**config.mk**
```make
export PLATFORM = sky130hd
export DESIGN_NAME = mc_alu
export DESIGN_NICKNAME = d
export VERILOG_FILES = /design/src/rtl/mc_alu.sv
export SDC_FILE = /design/constraint.sdc
export NUM_CORES = 1
export LEC_CHECK = 0
export CAP_MARGIN = 40
export CORE_ASPECT_RATIO = 0.8
export CORE_UTILIZATION = 30
export DETAILED_ROUTE_END_ITERATION = 8
export GPL_ROUTABILITY_DRIVEN = 0
export HOLD_SLACK_MARGIN = 0.15
export PLACE_DENSITY_LB_ADDON = 0.1
export SLEW_MARGIN = 5
export SYNTH_ARGS = -nofsm -noshare
export SYNTH_HDL_FRONTEND = slang
export SYNTH_SLANG_ARGS = --single-unit
```
**constraint.sdc**
```tcl
create_clock -name clk -period 5.5 [get_ports clk]
set_input_delay 1.65 -clock clk [delete_from_list [all_inputs] [get_ports clk]]
set_output_delay 1.65 -clock clk [all_outputs]
set_load 0.01 [all_outputs]
```
**src/rtl/mc_alu.sv**
```systemverilog
// mc_alu: multi-cycle EX-stage ALU with a valid/ready operand handshake.
// It adds shift-add multiply, restoring divide, signed compare and
// arithmetic shift to the 4-bit control set of the single-cycle ALU.
// Ports:
//   clk, rst_n          clock and synchronous active-low reset
//   in_valid, in_ready  operand handshake; in_ready = !busy
//   a, b, control       operands and operation select
//   result, hi          low result / quotient, and high product / remainder
//   zero, div_by_zero   flags, registered with result
//   busy, done          busy while iterating; done pulses for one cycle
// Define MC_ALU_SIGNED_MULDIV_EN to add signed mult (0011) and div (0101).
module mc_alu #(
    parameter int WIDTH = 32,
    parameter int SHW   = $clog2(WIDTH)
) (
    input  logic             clk,
    input  logic             rst_n,
    input  logic             in_valid,
    output logic             in_ready,
    input  logic [WIDTH-1:0] a,
    input  logic [WIDTH-1:0] b,
    input  logic [3:0]       control,
    output logic [WIDTH-1:0] result,
    output logic [WIDTH-1:0] hi,
    output logic             zero,
    output logic             div_by_zero,
    output logic             busy,
    output logic             done
);

    localparam logic [3:0] OP_AND   = 4'b0000;
    localparam logic [3:0] OP_OR    = 4'b0001;
    localparam logic [3:0] OP_ADD   = 4'b0010;
    localparam logic [3:0] OP_MULT  = 4'b0011;
    localparam logic [3:0] OP_NOR   = 4'b0100;
    localparam logic [3:0] OP_DIV   = 4'b0101;
    localparam logic [3:0] OP_SUB   = 4'b0110;
    localparam logic [3:0] OP_SLTU  = 4'b0111;
    localparam logic [3:0] OP_MULTU = 4'b1000;
    localparam logic [3:0] OP_DIVU  = 4'b1001;
    localparam logic [3:0] OP_SLT   = 4'b1010;
    localparam logic [3:0] OP_SRA   = 4'b1011;
    localparam logic [3:0] OP_SRL   = 4'b1100;
    localparam logic [3:0] OP_SLL   = 4'b1101;
    localparam logic [3:0] OP_XOR   = 4'b1110;

`ifdef MC_ALU_SIGNED_MULDIV_EN
    localparam logic SIGNED_EN = 1'b1;
`else
    localparam logic SIGNED_EN = 1'b0;
`endif

    localparam logic [SHW-1:0] CNT_INIT = SHW'(WIDTH - 1);

    typedef enum logic [1:0] {
        S_IDLE,
        S_MUL,
        S_DIV
    } state_t;

    state_t           state_q, state_d;
    logic [SHW-1:0]   cnt_q, cnt_d;
    // acc: product high / partial remainder; lo: multiplier / dividend-quotient
    logic [WIDTH-1:0] acc_q, acc_d;
    logic [WIDTH-1:0] lo_q, lo_d;
    logic [WIDTH-1:0] opd_q, opd_d;
    // neg_lo: negate product or quotient; neg_hi: negate remainder
    logic             neg_lo_q, neg_lo_d;
    logic             neg_hi_q, neg_hi_d;
    logic [WIDTH-1:0] result_q, result_d;
    logic [WIDTH-1:0] hi_q, hi_d;
    logic             zero_q, zero_d;
    logic             dbz_q, dbz_d;
    logic             busy_q, busy_d;
    logic             done_q, done_d;

    logic [WIDTH-1:0] alu_res;
    logic [SHW-1:0]   shamt;
    logic             is_mul, is_div, is_sgn;

    logic [WIDTH:0]     mul_sum;
    logic [WIDTH-1:0]   mul_hi, mul_lo;
    logic [2*WIDTH-1:0] prod_raw, prod_fix;
    logic [WIDTH:0]     div_shift;
    logic               div_ge;
    logic [WIDTH-1:0]   div_diff, div_rem, div_quo;
    logic [WIDTH-1:0]   quo_fix, rem_fix;

    function automatic logic [WIDTH-1:0] mag(
        input logic [WIDTH-1:0] v,
        input logic             s
    );
        return (s && v[WIDTH-1]) ? -v : v;
    endfunction

    assign shamt = b[SHW-1:0];

    always_comb begin
        alu_res = a + b;
        case (control)
            OP_AND:  alu_res = a & b;
            OP_OR:   alu_res = a | b;
            OP_NOR:  alu_res = ~(a | b);
            OP_XOR:  alu_res = a ^ b;
            OP_SUB:  alu_res = a - b;
            OP_SLTU: alu_res = {{(WIDTH-1){1'b0}}, a < b};
            OP_SLT:  alu_res = {{(WIDTH-1){1'b0}}, $signed(a) < $signed(b)};
            OP_SRL:  alu_res = a >> shamt;
            OP_SLL:  alu_res = a << shamt;
            OP_SRA:  alu_res = WIDTH'($signed(a) >>> shamt);
            default: alu_res = a + b;
        endcase
    end

    assign is_sgn = SIGNED_EN && (control == OP_MULT || control == OP_DIV);
    assign is_mul = (control == OP_MULTU) || (SIGNED_EN && control == OP_MULT);
    assign is_div = (control == OP_DIVU) || (SIGNED_EN && control == OP_DIV);

    // One shift-add step: add multiplicand when multiplier LSB set, shift right.
    assign mul_sum  = {1'b0, acc_q} + (lo_q[0] ? {1'b0, opd_q} : '0);
    assign mul_hi   = mul_sum[WIDTH:1];
    assign mul_lo   = {mul_sum[0], lo_q[WIDTH-1:1]};
    assign prod_raw = {mul_hi, mul_lo};
    assign prod_fix = neg_lo_q ? -prod_raw : prod_raw;

    // One restoring step: shift in next dividend bit, subtract if it fits.
    assign div_shift = {acc_q, lo_q[WIDTH-1]};
    assign div_ge    = div_shift >= {1'b0, opd_q};
    assign div_diff  = div_shift[WIDTH-1:0] - opd_q;
    assign div_rem   = div_ge ? div_diff : div_shift[WIDTH-1:0];
    assign div_quo   = {lo_q[WIDTH-2:0], div_ge};
    assign quo_fix   = neg_lo_q ? -div_quo : div_quo;
    assign rem_fix   = neg_hi_q ? -div_rem : div_rem;

    always_comb begin
        state_d  = state_q;
        cnt_d    = cnt_q;
        acc_d    = acc_q;
        lo_d     = lo_q;
        opd_d    = opd_q;
        neg_lo_d = neg_lo_q;
        neg_hi_d = neg_hi_q;
        result_d = result_q;
        hi_d     = hi_q;
        zero_d   = zero_q;
        dbz_d    = dbz_q;
        busy_d   = busy_q;
        done_d   = 1'b0;
        unique case (state_q)
            S_IDLE: begin
                if (in_valid) begin
                    dbz_d = 1'b0;
                    if (is_mul) begin
                        acc_d    = '0;
                        lo_d     = mag(b, is_sgn);
                        opd_d    = mag(a, is_sgn);
                        neg_lo_d = is_sgn && (a[WIDTH-1] ^ b[WIDTH-1]);
                        neg_hi_d = 1'b0;
                        cnt_d    = CNT_INIT;
                        busy_d   = 1'b1;
                        state_d  = S_MUL;
                    end else if (is_div && b == '0) begin
                        result_d = '1;
                        hi_d     = a;
                        zero_d   = 1'b0;
                        dbz_d    = 1'b1;
                        done_d   = 1'b1;
                    end else if (is_div) begin
                        acc_d    = '0;
                        lo_d     = mag(a, is_sgn);
                        opd_d    = mag(b, is_sgn);
                        neg_lo_d = is_sgn && (a[WIDTH-1] ^ b[WIDTH-1]);
                        neg_hi_d = is_sgn && a[WIDTH-1];
                        cnt_d    = CNT_INIT;
                        busy_d   = 1'b1;
                        state_d  = S_DIV;
                    end else begin
                        result_d = alu_res;
                        hi_d     = '0;
                        zero_d   = (alu_res == '0);
                        done_d   = 1'b1;
                    end
                end
            end
            S_MUL: begin
                acc_d = mul_hi;
                lo_d  = mul_lo;
                if (cnt_q == '0) begin
                    result_d = prod_fix[WIDTH-1:0];
                    hi_d     = prod_fix[2*WIDTH-1:WIDTH];
                    zero_d   = (prod_fix[WIDTH-1:0] == '0);
                    done_d   = 1'b1;
                    busy_d   = 1'b0;
                    state_d  = S_IDLE;
                end else begin
                    cnt_d = cnt_q - 1'b1;
                end
            end
            S_DIV: begin
                acc_d = div_rem;
                lo_d  = div_quo;
                if (cnt_q == '0) begin
                    result_d = quo_fix;
                    hi_d     = rem_fix;
                    zero_d   = (quo_fix == '0);
                    done_d   = 1'b1;
                    busy_d   = 1'b0;
                    state_d  = S_IDLE;
                end else begin
                    cnt_d = cnt_q - 1'b1;
                end
            end
            default: begin
                busy_d  = 1'b0;
                state_d = S_IDLE;
            end
        endcase
    end

    always_ff @(posedge clk) begin
        if (!rst_n) begin
            state_q  <= S_IDLE;
            cnt_q    <= '0;
            acc_q    <= '0;
            lo_q     <= '0;
            opd_q    <= '0;
            neg_lo_q <= 1'b0;
            neg_hi_q <= 1'b0;
            result_q <= '0;
            hi_q     <= '0;
            zero_q   <= 1'b0;
            dbz_q    <= 1'b0;
            busy_q   <= 1'b0;
            done_q   <= 1'b0;
        end else begin
            state_q  <= state_d;
            cnt_q    <= cnt_d;
            acc_q    <= acc_d;
            lo_q     <= lo_d;
            opd_q    <= opd_d;
            neg_lo_q <= neg_lo_d;
            neg_hi_q <= neg_hi_d;
            result_q <= result_d;
            hi_q     <= hi_d;
            zero_q   <= zero_d;
            dbz_q    <= dbz_d;
            busy_q   <= busy_d;
            done_q   <= done_d;
        end
    end

    assign in_ready    = !busy_q;
    assign result      = result_q;
    assign hi          = hi_q;
    assign zero        = zero_q;
    assign div_by_zero = dbz_q;
    assign busy        = busy_q;
    assign done        = done_q;

endmodule

```
==> results by group <==
Run status
  – Result of the run: finished, violations left
  – Failing checks: setup timing

Global route
  – Overflow left after global routing: 0
  – Via count of the first global-routing pass: 25,150
  – Pin count of the biggest net entering global routing: approximately 80
  – Initial antenna violation count: 4
  – Global routing usage summed across all routing layers: about a third
  – Global-route wire length before repair: 175,400 µm

Route
  – DRC violation count after routing: 0
  – Vias after detailed routing: 26,930
  – Vias per Instance: slightly above 6
  – Residual antenna-violating net count after detailed routing: 0
  – DRC marker count from the first detailed-route iteration: approximately 4,000
  – Drt pass-1 iters: 7
  – WL final: about 120,000 µm
  – Routed WL per cell: 27.57 µm

Pwr
  – Pleak: approximately 12 nW
  – Combinational share of power: 52.0%
  – Sw Ratio: 42.68%
  – Total design power: approximately 5.4 mW
  – Net switching component of the power: 2.318 mW
  – Areal power density over the cells: about 190 nW/µm²
  – Register share of total power: 25.0%
  – Internal power: 3.114 mW
  – Share of power burned in the clock network: 23.0%
  – Worst IR drop on VDD: 0.0001350 V

Logic synthesis
  – Cell type contributing the most total cell area after synthesis: dfxtp_1
  – Top cell type's share of synthesized area: 15.75%
  – Post-synthesis average cell area: between 7 and 8 µm²
  – Commonest cells post-synth: a21oi_1, nor2_1, nand2_1
  – Top FF cell, synth: dfxtp_1
  – Net count of the mapped netlist: 3,203
  – Proportion of synthesized area in mux cells: between 10 and 15%
  – FFs w/ async S/R, synth: 0%
  – Library cell with the highest instance count after synthesis: a21oi_1
  – Number of warnings reported in the yosys synthesis log: 0
  – Post-Synthesis Cells: 2,962
  – Arithmetic-cell share of the synthesized area counting full adders, half adders and majority gates: 9.924%
  – Basic-gate share of the synthesized area counting and, or, nand and nor cells: 19.10%
  – Sequential element share of the synthesized area: between 10% and 20%
  – Combinational family with the most area after synthesis: compound AO/OA/AOI/OAI gates
  – Register bit total from synthesis: 171
  – Netlist area before placement: 21,740 µm²
  – Top post-synthesis cells by area: dfxtp_1, ha_1, a21oi_1
  – XOR/XNOR Fraction of Synth Area: 2.452%
  – Number of flops mapped to enable cells by yosys: 0
  – Number of library cell types mapped by synthesis: 94
  – Synth Area in Compound Gates: 33.04%

Timing
  – Transition time at the pin with the least slew margin: 1.000 ns
  – Final period util: 100.1%
  – RSZ-0062 raised after global routing: yes
  – Final number of setup-violating endpoints: 1
  – Final Hold Viols: 0
  – Post-route worst hold slack: 0.4730 ns
  – Top achievable clock speed: between 150 and 200 MHz
  – Max-slew violation count: 0
  – Minimum setup slack in the final design: -0.006140 ns
  – Normalized max-slew margin: 32.81%
  – Final critical path time including I/O delays and setup: ~5.5 ns
  – Final total negative setup slack: -0.006140 ns
  – Final clock skew: 0.01597 ns

Critical path
  – Category of the worst setup path launch point: input pin
  – CP Data Required Time: ~6 ns
  – Cell-by-cell listing of the critical path: clkdlybuf4s50_1 > buf_6 > mux4_2 > mux2i_1 > buf_4 > nor2_1 > nor4_4 > a21oi_2 > or4_4 > or4_1 > or4_4 > nor4_4 > buf_4 > nand4_1 > o31ai_2
  – Largest driver fanout on the critical path: 2
  – Reg-to-Reg Start: lo_q[0]
  – Data arrival time of the worst path: 5.90 ns
  – Sort of element at the end of the critical path: flop
  – Delay of the slowest cell on the worst path: 0.61 ns
  – Number of cell instances on the worst register-to-register path: 15
  – Category of the most critical setup path: input pin to flop
  – Slowest cell on the critical path: or4_4
  – Setup slack, reg-to-reg: about 0.52 ns
  – R2r endpoint: hi[31]

Clocking
  – Level count of the clock H-tree: 4
  – Clock root cell: clkbuf_16
  – Maximum buffer depth of the clock tree: 2
  – Clock net sink count: 171
  – Clock transition at the register clock pins on the worst setup and hold paths after CTS: 0.08 ns
  – CTS tree: built
  – Skew-Pair Late Insertion Delay: 0.48 ns
  – Total clock buffers created by CTS: 17

Floorplanning
  – Number of top-level pins: 140
  – Die area: 73,540 µm²
  – Placement row count: 87
  – Starting utilization of the core area: between 30 and 40%
  – Die H: 242.8 µm
  – DIE WIDTH: between 300 and 400 µm
  – Core footprint: 71,080 µm²

Place
  – Worst slack after detailed placement: -0.7667 ns
  – Total half-perimeter wirelength after legalization and detailed placement: 96,700 µm
  – Post-placement cell area: 27,870 µm²
  – Count of placed standard cells including taps: between 4,000 and 5,000
  – Input/output buffers: 139

Final layout
  – Core utilization of the finished layout: between 40% and 50%
  – Area growth from synthesis to final layout: 32.97%
  – Number of non-filler instances in the completed layout: 4,393
  – Storage cell area: 3423 µm²
  – Final Net Count: 3,686
  – Post-route cell area: ~29,000 µm²
  – Combined area of the multi-input logic cells: 17,070 µm²
  – Layout cells sized above 1: 23.05%
  – Final-layout fill cell count: about 7,300

Min path
  – Worst Hold Class: flop to flop
  – Worst min-delay path startpoint: div_by_zero
  – Cell depth of the worst hold path: 2
  – Hold-critical path endpoint: div_by_zero

Run
  – Max-cap violation count: 0
==> power groups by stage <==
stage               Combinational (mW)  Sequential (mW)  Clock (mW)
finish                            2.82             1.36        1.25
global route                      2.96             1.37        1.33
CTS                               2.69             1.36        1.28
detailed placement                2.65             1.38           0
global placement                  2.65             1.38           0
floorplan                         1.33             1.39           0
==> flip-flops by register name, indices dropped and copies added, names as in the netlist <==
| name | count |
|---|---|
| acc_q | 32 |
| busy | 1 |
| cnt_q | 5 |
| div_by_zero | 1 |
| done | 1 |
| hi | 32 |
| lo_q | 32 |
| opd_q | 32 |
| result | 32 |
| state_q | 2 |
| zero | 1 |
==> critical path: cells and delay by family <==
| family | cells | cell delay, ns |
|---|---|---|
| and+or+nand+nor | 7 | 2.41 |
| AOI/OAI and AO/OA | 2 | 0.30 |
| muxes | 2 | 0.63 |
| buffers and inverters | 4 | 0.88 |
==> worst max path at each step <==
stage	startpoint	end	slack (ns)
4_1_cts	b[10]	zero	0.0002
3_5_place_dp	a[1]	zero	-0.77
6_report	a[21]	zero	-0.006
2_1_floorplan	b[2]	zero	0.0006
5_1_grt	a[21]	zero	-0.03
3_3_place_gp	b[29]	zero	-0.71
==> logic make-up after synthesis <==
kind of cell / Yosys count
xor gates and xnor gates: 60
and+or+nand+nor: 875
DFF: 171
AOI/OAI and AO/OA: 1090
muxes: 184
buffers and inverters: 412
adders and majority gates: 170
==> layout make-up <==
class | count | share of cell area, %
tap | 934 | 4.043
multi-input combinational | 2379 | 59.05
clock inverter | 15 | 0.5801
clock buffer | 17 | 1.472
sequential | 171 | 11.84
timing repair buffer | 720 | 20.97
antenna | 1 | 0.008658
inverter | 156 | 2.035
==> per-layer routing <==
layer  track usage [%]  up-vias  routed length (µm)
met5                 0        -                  47
met3             9.390      252               14550
met2             43.78     1703               47640
li1                  -    12050                   -
met4             11.07        8                4763
met1             47.12    12920               54130
==> placed cells by master, fill, tap and decap left out, types with 62 or more instances in the layout <==
cell type	netlist	layout
o21ai_0	213	208
nor3_1	75	71
nor2_1	289	287
mux4_2	62	62
inv_1	150	148
clkdlybuf4s50_1	0	125
nand2_1	221	221
a21oi_1	315	310
a211oi_1	83	75
buf_4	2	551
mux2i_1	108	106
dfxtp_1	171	171
ha_1	166	161
==> what timing repair did <==
action                                  in CTS  in global routing
hold buffers                                 0                  0
endpoints found under the setup margin       2                  9
gates resized for setup                     19                 60
pin swaps                                    5                 18
setup buffers                                4                  5
(Power assumes the default switching activity.)
